**src/rtl/ctrl_pipe_if.sv**
```systemverilog
// Control-word bundle between the hazard/control logic and the pipe registers.
// master drives D-stage control, stall/flush/zero; slave returns E/M/W copies.
interface ctrl_pipe_if #(
    parameter int RD_W   = 5,
    parameter int ALUC_W = 3,
    parameter int CNT_W  = 32
);
    logic              valid_d;
    logic              reg_write_d;
    logic              alu_src_d;
    logic              mem_write_d;
    logic              result_src_d;
    logic              branch_d;
    logic [ALUC_W-1:0] alu_control_d;
    logic [RD_W-1:0]   rd_d;
    logic              stall_e;
    logic              flush_e;
    logic              zero_e;

    logic              alu_src_e;
    logic [ALUC_W-1:0] alu_control_e;
    logic              branch_e;
    logic [RD_W-1:0]   rd_e;
    logic              valid_e;
    logic              pc_src_e;
    logic              reg_write_m;
    logic              mem_write_m;
    logic              result_src_m;
    logic [RD_W-1:0]   rd_m;
    logic              valid_m;
    logic              reg_write_w;
    logic              result_src_w;
    logic [RD_W-1:0]   rd_w;
    logic              valid_w;
    logic [CNT_W-1:0]  retired_count;

    modport master (
        output valid_d, reg_write_d, alu_src_d, mem_write_d, result_src_d,
        output branch_d, alu_control_d, rd_d, stall_e, flush_e, zero_e,
        input  alu_src_e, alu_control_e, branch_e, rd_e, valid_e, pc_src_e,
        input  reg_write_m, mem_write_m, result_src_m, rd_m, valid_m,
        input  reg_write_w, result_src_w, rd_w, valid_w, retired_count
    );

    modport slave (
        input  valid_d, reg_write_d, alu_src_d, mem_write_d, result_src_d,
        input  branch_d, alu_control_d, rd_d, stall_e, flush_e, zero_e,
        output alu_src_e, alu_control_e, branch_e, rd_e, valid_e, pc_src_e,
        output reg_write_m, mem_write_m, result_src_m, rd_m, valid_m,
        output reg_write_w, result_src_w, rd_w, valid_w, retired_count
    );
endinterface

```
**src/rtl/ctrl_pipe_regs.sv**
```systemverilog
// D->E->M->W control pipeline registers with stall/flush, branch select
// and retired-instruction counter.
// Ports: clk, rst (sync, active-high), bus (ctrl_pipe_if.slave):
//   in : *_d control word, stall_e, flush_e, zero_e
//   out: E/M/W registered copies, pc_src_e, retired_count
module ctrl_pipe_regs #(
    parameter int RD_W   = 5,
    parameter int ALUC_W = 3,
    parameter int CNT_W  = 32
) (
    input  logic         clk,
    input  logic         rst,
    ctrl_pipe_if.slave   bus
);
    typedef struct packed {
        logic              valid;
        logic              reg_write;
        logic              alu_src;
        logic              mem_write;
        logic              result_src;
        logic              branch;
        logic [ALUC_W-1:0] alu_control;
        logic [RD_W-1:0]   rd;
    } e_word_t;

    typedef struct packed {
        logic            valid;
        logic            reg_write;
        logic            mem_write;
        logic            result_src;
        logic [RD_W-1:0] rd;
    } m_word_t;

    typedef struct packed {
        logic            valid;
        logic            reg_write;
        logic            result_src;
        logic [RD_W-1:0] rd;
    } w_word_t;

    e_word_t          d_word;
    e_word_t          e_q, e_next;
    m_word_t          m_q, m_next;
    w_word_t          w_q, w_next;
    logic [CNT_W-1:0] cnt_q;

    // An invalid D slot is squashed to an all-zero bubble on capture.
    always_comb begin
        d_word = '0;
        if (bus.valid_d) begin
            d_word.valid       = 1'b1;
            d_word.reg_write   = bus.reg_write_d;
            d_word.alu_src     = bus.alu_src_d;
            d_word.mem_write   = bus.mem_write_d;
            d_word.result_src  = bus.result_src_d;
            d_word.branch      = bus.branch_d;
            d_word.alu_control = bus.alu_control_d;
            d_word.rd          = bus.rd_d;
        end
    end

    // Flush beats stall in E; a stalled E sends a bubble into M.
    always_comb begin
        e_next = d_word;
        if (bus.flush_e) begin
            e_next = '0;
        end else if (bus.stall_e) begin
            e_next = e_q;
        end

        m_next = '0;
        if (!bus.stall_e) begin
            m_next.valid      = e_q.valid;
            m_next.reg_write  = e_q.reg_write;
            m_next.mem_write  = e_q.mem_write;
            m_next.result_src = e_q.result_src;
            m_next.rd         = e_q.rd;
        end

        w_next            = '0;
        w_next.valid      = m_q.valid;
        w_next.reg_write  = m_q.reg_write;
        w_next.result_src = m_q.result_src;
        w_next.rd         = m_q.rd;
    end

    always_ff @(posedge clk) begin
        if (rst) begin
            e_q   <= '0;
            m_q   <= '0;
            w_q   <= '0;
            cnt_q <= '0;
        end else begin
            e_q <= e_next;
            m_q <= m_next;
            w_q <= w_next;
            if (w_q.valid) begin
                cnt_q <= cnt_q + 1'b1;
            end
        end
    end

    assign bus.valid_e       = e_q.valid;
    assign bus.alu_src_e     = e_q.alu_src;
    assign bus.alu_control_e = e_q.alu_control;
    assign bus.branch_e      = e_q.branch;
    assign bus.rd_e          = e_q.rd;
    assign bus.pc_src_e      = e_q.valid & e_q.branch & bus.zero_e;

    assign bus.valid_m       = m_q.valid;
    assign bus.reg_write_m   = m_q.reg_write;
    assign bus.mem_write_m   = m_q.mem_write;
    assign bus.result_src_m  = m_q.result_src;
    assign bus.rd_m          = m_q.rd;

    assign bus.valid_w       = w_q.valid;
    assign bus.reg_write_w   = w_q.reg_write;
    assign bus.result_src_w  = w_q.result_src;
    assign bus.rd_w          = w_q.rd;

    assign bus.retired_count = cnt_q;
endmodule

```
**src/flat_wrapper.sv**
```systemverilog
// flat-port wrapper written by rule: the top's interface ports become plain ports
module ctrl_pipe_regs_flat 
#(
    parameter int RD_W   = 5,
    parameter int ALUC_W = 3,
    parameter int CNT_W  = 32
)
  (clk, rst, bus_valid_d, bus_reg_write_d, bus_alu_src_d, bus_mem_write_d, bus_result_src_d, bus_branch_d, bus_alu_control_d, bus_rd_d, bus_stall_e, bus_flush_e, bus_zero_e, bus_alu_src_e, bus_alu_control_e, bus_branch_e, bus_rd_e, bus_valid_e, bus_pc_src_e, bus_reg_write_m, bus_mem_write_m, bus_result_src_m, bus_rd_m, bus_valid_m, bus_reg_write_w, bus_result_src_w, bus_rd_w, bus_valid_w, bus_retired_count);
  ctrl_pipe_if #(.RD_W(RD_W), .ALUC_W(ALUC_W), .CNT_W(CNT_W)) bus_i ();
  input  logic clk;
  input  logic rst;
  input wire logic [$bits(bus_i.valid_d)-1:0] bus_valid_d;
  input wire logic [$bits(bus_i.reg_write_d)-1:0] bus_reg_write_d;
  input wire logic [$bits(bus_i.alu_src_d)-1:0] bus_alu_src_d;
  input wire logic [$bits(bus_i.mem_write_d)-1:0] bus_mem_write_d;
  input wire logic [$bits(bus_i.result_src_d)-1:0] bus_result_src_d;
  input wire logic [$bits(bus_i.branch_d)-1:0] bus_branch_d;
  input wire logic [$bits(bus_i.alu_control_d)-1:0] bus_alu_control_d;
  input wire logic [$bits(bus_i.rd_d)-1:0] bus_rd_d;
  input wire logic [$bits(bus_i.stall_e)-1:0] bus_stall_e;
  input wire logic [$bits(bus_i.flush_e)-1:0] bus_flush_e;
  input wire logic [$bits(bus_i.zero_e)-1:0] bus_zero_e;
  output wire logic [$bits(bus_i.alu_src_e)-1:0] bus_alu_src_e;
  output wire logic [$bits(bus_i.alu_control_e)-1:0] bus_alu_control_e;
  output wire logic [$bits(bus_i.branch_e)-1:0] bus_branch_e;
  output wire logic [$bits(bus_i.rd_e)-1:0] bus_rd_e;
  output wire logic [$bits(bus_i.valid_e)-1:0] bus_valid_e;
  output wire logic [$bits(bus_i.pc_src_e)-1:0] bus_pc_src_e;
  output wire logic [$bits(bus_i.reg_write_m)-1:0] bus_reg_write_m;
  output wire logic [$bits(bus_i.mem_write_m)-1:0] bus_mem_write_m;
  output wire logic [$bits(bus_i.result_src_m)-1:0] bus_result_src_m;
  output wire logic [$bits(bus_i.rd_m)-1:0] bus_rd_m;
  output wire logic [$bits(bus_i.valid_m)-1:0] bus_valid_m;
  output wire logic [$bits(bus_i.reg_write_w)-1:0] bus_reg_write_w;
  output wire logic [$bits(bus_i.result_src_w)-1:0] bus_result_src_w;
  output wire logic [$bits(bus_i.rd_w)-1:0] bus_rd_w;
  output wire logic [$bits(bus_i.valid_w)-1:0] bus_valid_w;
  output wire logic [$bits(bus_i.retired_count)-1:0] bus_retired_count;
  assign bus_i.valid_d = bus_valid_d;
  assign bus_i.reg_write_d = bus_reg_write_d;
  assign bus_i.alu_src_d = bus_alu_src_d;
  assign bus_i.mem_write_d = bus_mem_write_d;
  assign bus_i.result_src_d = bus_result_src_d;
  assign bus_i.branch_d = bus_branch_d;
  assign bus_i.alu_control_d = bus_alu_control_d;
  assign bus_i.rd_d = bus_rd_d;
  assign bus_i.stall_e = bus_stall_e;
  assign bus_i.flush_e = bus_flush_e;
  assign bus_i.zero_e = bus_zero_e;
  assign bus_alu_src_e = bus_i.alu_src_e;
  assign bus_alu_control_e = bus_i.alu_control_e;
  assign bus_branch_e = bus_i.branch_e;
  assign bus_rd_e = bus_i.rd_e;
  assign bus_valid_e = bus_i.valid_e;
  assign bus_pc_src_e = bus_i.pc_src_e;
  assign bus_reg_write_m = bus_i.reg_write_m;
  assign bus_mem_write_m = bus_i.mem_write_m;
  assign bus_result_src_m = bus_i.result_src_m;
  assign bus_rd_m = bus_i.rd_m;
  assign bus_valid_m = bus_i.valid_m;
  assign bus_reg_write_w = bus_i.reg_write_w;
  assign bus_result_src_w = bus_i.result_src_w;
  assign bus_rd_w = bus_i.rd_w;
  assign bus_valid_w = bus_i.valid_w;
  assign bus_retired_count = bus_i.retired_count;
  ctrl_pipe_regs #(.RD_W(RD_W), .ALUC_W(ALUC_W), .CNT_W(CNT_W)) u_core (.clk(clk), .rst(rst), .bus(bus_i));
endmodule
```
**config.mk**
```make
export PLATFORM = sky130hd
export DESIGN_NAME = ctrl_pipe_regs_flat
export DESIGN_NICKNAME = d
export VERILOG_FILES = /design/src/rtl/ctrl_pipe_if.sv /design/src/rtl/ctrl_pipe_regs.sv /design/src/flat_wrapper.sv
export SDC_FILE = /design/constraint.sdc
export NUM_CORES = 1
export LEC_CHECK = 0
export BUFFER_PORTS_ARGS = -buffer_cell sky130_fd_sc_hd__buf_4
export CAP_MARGIN = 15
export CORE_AREA = 4 4 65 91
export DETAILED_ROUTE_END_ITERATION = 8
export DIE_AREA = 0 0 69 95
export PLACE_DENSITY = 0.87
export SYNTH_ARGS = -nofsm -noshare
export SYNTH_HDL_FRONTEND = slang
export SYNTH_SLANG_ARGS = --single-unit
```
**constraint.sdc**
```tcl
create_clock -name clk -period 2.5 [get_ports clk]
set_input_delay 0.375 -clock clk [delete_from_list [all_inputs] [get_ports clk]]
set_output_delay 0.375 -clock clk [all_outputs]
set_load 0.005 [all_outputs]
```
==> out/results.tsv <==
metric	value	unit
register bit total from synthesis	63	
Final ANT Viol Nets	0	
CTS buffer count	9	
Post-CTS Setup Inserts	0	
Slew @ Worst Pin	0.464	ns
Die H	95	um
Most used DFF post-synth	dfxtp_1	
Via Count	2185	
initial drt markers	137	
Rel. slew slack	69.0	%
M1 WL	2.11	mm
IO buf count	79	
post-cts sizing count	0	
global route overflow	0	
Placer Congestion	0.793	
Detailed Place HPWL	3.98	mm
global-route wire length before repair	9.10	mm
register area share after synthesis	50.8	%
min Tclk post-route	2.18	ns
Setup CP Type	flip-flop to flip-flop	
Ant. Diodes	0	
Core ar.	5120	um^2
total length of routed met2 wires	2.80	mm
final period utilization	87.3	%
Worst setup EP type	flip-flop	
DR pass1 iterations	4	
DR WL met3	463	um
Setup TNS Final	0	ns
largest net degree at the start of global routing	46	
fraction of registers with async set/reset	0	%
Root Buffer Master	clkbuf_8	
Setup Skew	0.00597	ns
TritonCTS clock tree	built	
P&R area growth vs syn	29.3	%
pwr dens	563	nW/um^2
Initial Util	48.5	%
Die ar.	6560	um^2
highest clock rate	458	MHz
Post-synth EDFFs	0	
# DRC	0	
Total Power	1.81	mW
Slew Limit Fails	0	
WP data arrival	2.45	ns
crit-path max FO	15	
Synth Net Count	291	
vias in the first global route	2145	
Critical Path Source Type	flip-flop	
final hold viol count	0	
hold path depth	3	
top sig layer	met4	
outcome	finished clean	
setup slack after layout	0.316	ns
Hold WC Path Type	input port to flip-flop	
cts hold-fix bufs	0	
Site Rows	31	
Die X	69	um
leakage power	1.28	nW
crit path cell chain	ha_1 > nand3_2 > or4_4 > or4_1 > a21oi_1	
# setup viols final	0	
Max-Cap Viols	0	
synthesized area per cell	9.17	um^2
Clock Path Buffers	2	
H-tree Lvls	3	
mapped cell area	2480	um^2
worst endpoint required time	2.76	ns
number of synthesis warnings	0	
reg2reg path depth	5	
Setup WS pre-CTS	0.160	ns
Yosys cell types	31	
Net count, final	359	
clock latency on the worst-skew pair	0.33	ns
share of cells above drive strength 1	30.2	%
Critical-path top delay cell	or4_4	
# IOs	80	
Routed Wire Length	5.45	mm
CP peak stage delay	0.67	ns
gr usage total	16.9	%
initial antenna violation count	0	
Cells after Synth	271	
Avg Vias per Cell	5.33	
Reg clk slew, reported paths	0.07	ns
RSZ-0062 raised after global routing	false	
peak supply drop	0.387	mV
Num Clock Sinks	63	
Routed WL per cell	13.3	um
[logic make-up (layout without fill, tap and decap cells)]
group                      after synthesis  in the layout  share of synthesized area, %
muxes                                    4              4                          1.76
xor gates and xnor gates                11             11                          3.88
buffers and inverters                   28            101                          5.69
adders and majority gates                1              1                         0.503
and+or+nand+nor                        116            116                          25.6
DFF                                     63             63                          50.8
AOI/OAI and AO/OA                       48             48                          11.8
[worst max-delay path, delay by kind of cell, from the launching register on]
kind,cells,cell delay [ns]
AO/OA/AOI/OAI,1,0.15
flip-flops,1,0.41
adder cells (fa/ha/maj),1,0.23
AND/OR/NAND/NOR,3,1.34
[where the power goes]
part | switching [mW] | total (mW) | internal, mW
Clock | 0.380 | 0.729 | 0.349
Combinational | 0.0335 | 0.0670 | 0.0335
Sequential | 0.00382 | 1.01 | 1.01
Total | 0.417 | 1.81 | 1.39
[Yosys cell counts, types with 2 or more instances]
cell / number / area (um^2)
buf_1: 2 / 7.51
and4_1: 4 / 35.0
and3_1: 3 / 18.8
xnor2_1: 5 / 43.8
a21oi_1: 18 / 90.1
nor2b_1: 11 / 68.8
and2_1: 9 / 56.3
a22oi_1: 13 / 97.6
xor2_1: 6 / 52.6
nand2_1: 13 / 48.8
nor4_1: 3 / 18.8
inv_1: 5 / 18.8
buf_4: 9 / 67.6
o31ai_1: 8 / 60.1
o21ai_0: 9 / 45.0
nand4_1: 6 / 37.5
or3_1: 9 / 56.3
mux2_2: 3 / 33.8
clkbuf_1: 10 / 37.5
dfxtp_1: 63 / 1260
or4_1: 10 / 75.1
buf_2: 2 / 10.0
nor3_1: 4 / 20.0
nand3_1: 9 / 45.0
nor2_1: 31 / 116
[layer usage]
| layer | GRT usage [%] | up-vias |
|---|---|---|
| met3 | 7.03 | 10 |
| met1 | 16.7 | 1016 |
| met5 | 0 | - |
| met2 | 30.6 | 75 |
| li1 | - | 1084 |
| met4 | 7.82 | 0 |
[cell usage in the layout, fill, tap and decap left out, types with 5 or more instances in the layout]
cell      synthesis  layout
buf_4             9      80
o21ai_0           9       9
or4_1            10       9
or3_1             9       9
nand4_1           6       6
nand2_1          13      13
nor2_1           31      31
o31ai_1           8       8
clkinv_2          0       5
dfxtp_1          63      63
a22oi_1          13      13
xnor2_1           5       5
nor2b_1          11      11
and2_1            9       9
nand3_1           9       9
clkbuf_8          0       9
a21oi_1          18      18
inv_1             5       5
xor2_1            6       6
[sequential cells by signal (all words and copies together), names as in the netlist]
name / cells
u_core.e_q: 3
u_core.bus.alu_src_e: 1
u_core.bus.branch_e: 1
u_core.bus.valid_m: 1
u_core.bus.rd_m: 5
u_core.bus.mem_write_m: 1
u_core.bus.valid_w: 1
u_core.bus.alu_control_e: 3
u_core.bus.result_src_w: 1
u_core.bus.retired_count: 32
u_core.bus.valid_e: 1
u_core.bus.rd_w: 5
u_core.bus.reg_write_w: 1
u_core.bus.rd_e: 5
u_core.bus.reg_write_m: 1
u_core.bus.result_src_m: 1
[area by class of cell]
cell class | instances | area (um^2)
multi-input cells | 180 | 1090
well taps | 66 | 82.6
flip-flops and latches | 63 | 1260
inverters | 5 | 18.8
fillers | 482 | 1910
repair buffers | 80 | 601
clock buffers | 9 | 124
clock inverters | 7 | 40.0
[final timing paths]
check | start | endpoint | slack (ns)
hold reg to reg | u_core.e_q[12] | u_core.bus.reg_write_m | 0.46
setup reg to reg | u_core.bus.retired_count[0] | u_core.bus.retired_count[22] | 0.32
hold / removal | bus_alu_src_d | u_core.bus.alu_src_e | 0.27
setup / recovery | u_core.bus.retired_count[0] | u_core.bus.retired_count[22] | 0.32
[metrics by stage]
| step | cell area [um^2] | hold WS, ns | cells | utilization, % |
|---|---|---|---|---|
| floorplan | 2480 | 0.431 | 271 | - |
| global placement | 3050 | 0.442 | 394 | 59.5 |
| detailed placement | 3050 | 0.451 | 394 | 59.5 |
| CTS | 3210 | 0.260 | 410 | 62.7 |
| global route | 3210 | 0.277 | 410 | 62.8 |
| finish | 3210 | 0.274 | 410 | 62.8 |
(Power assumes the default switching activity.)
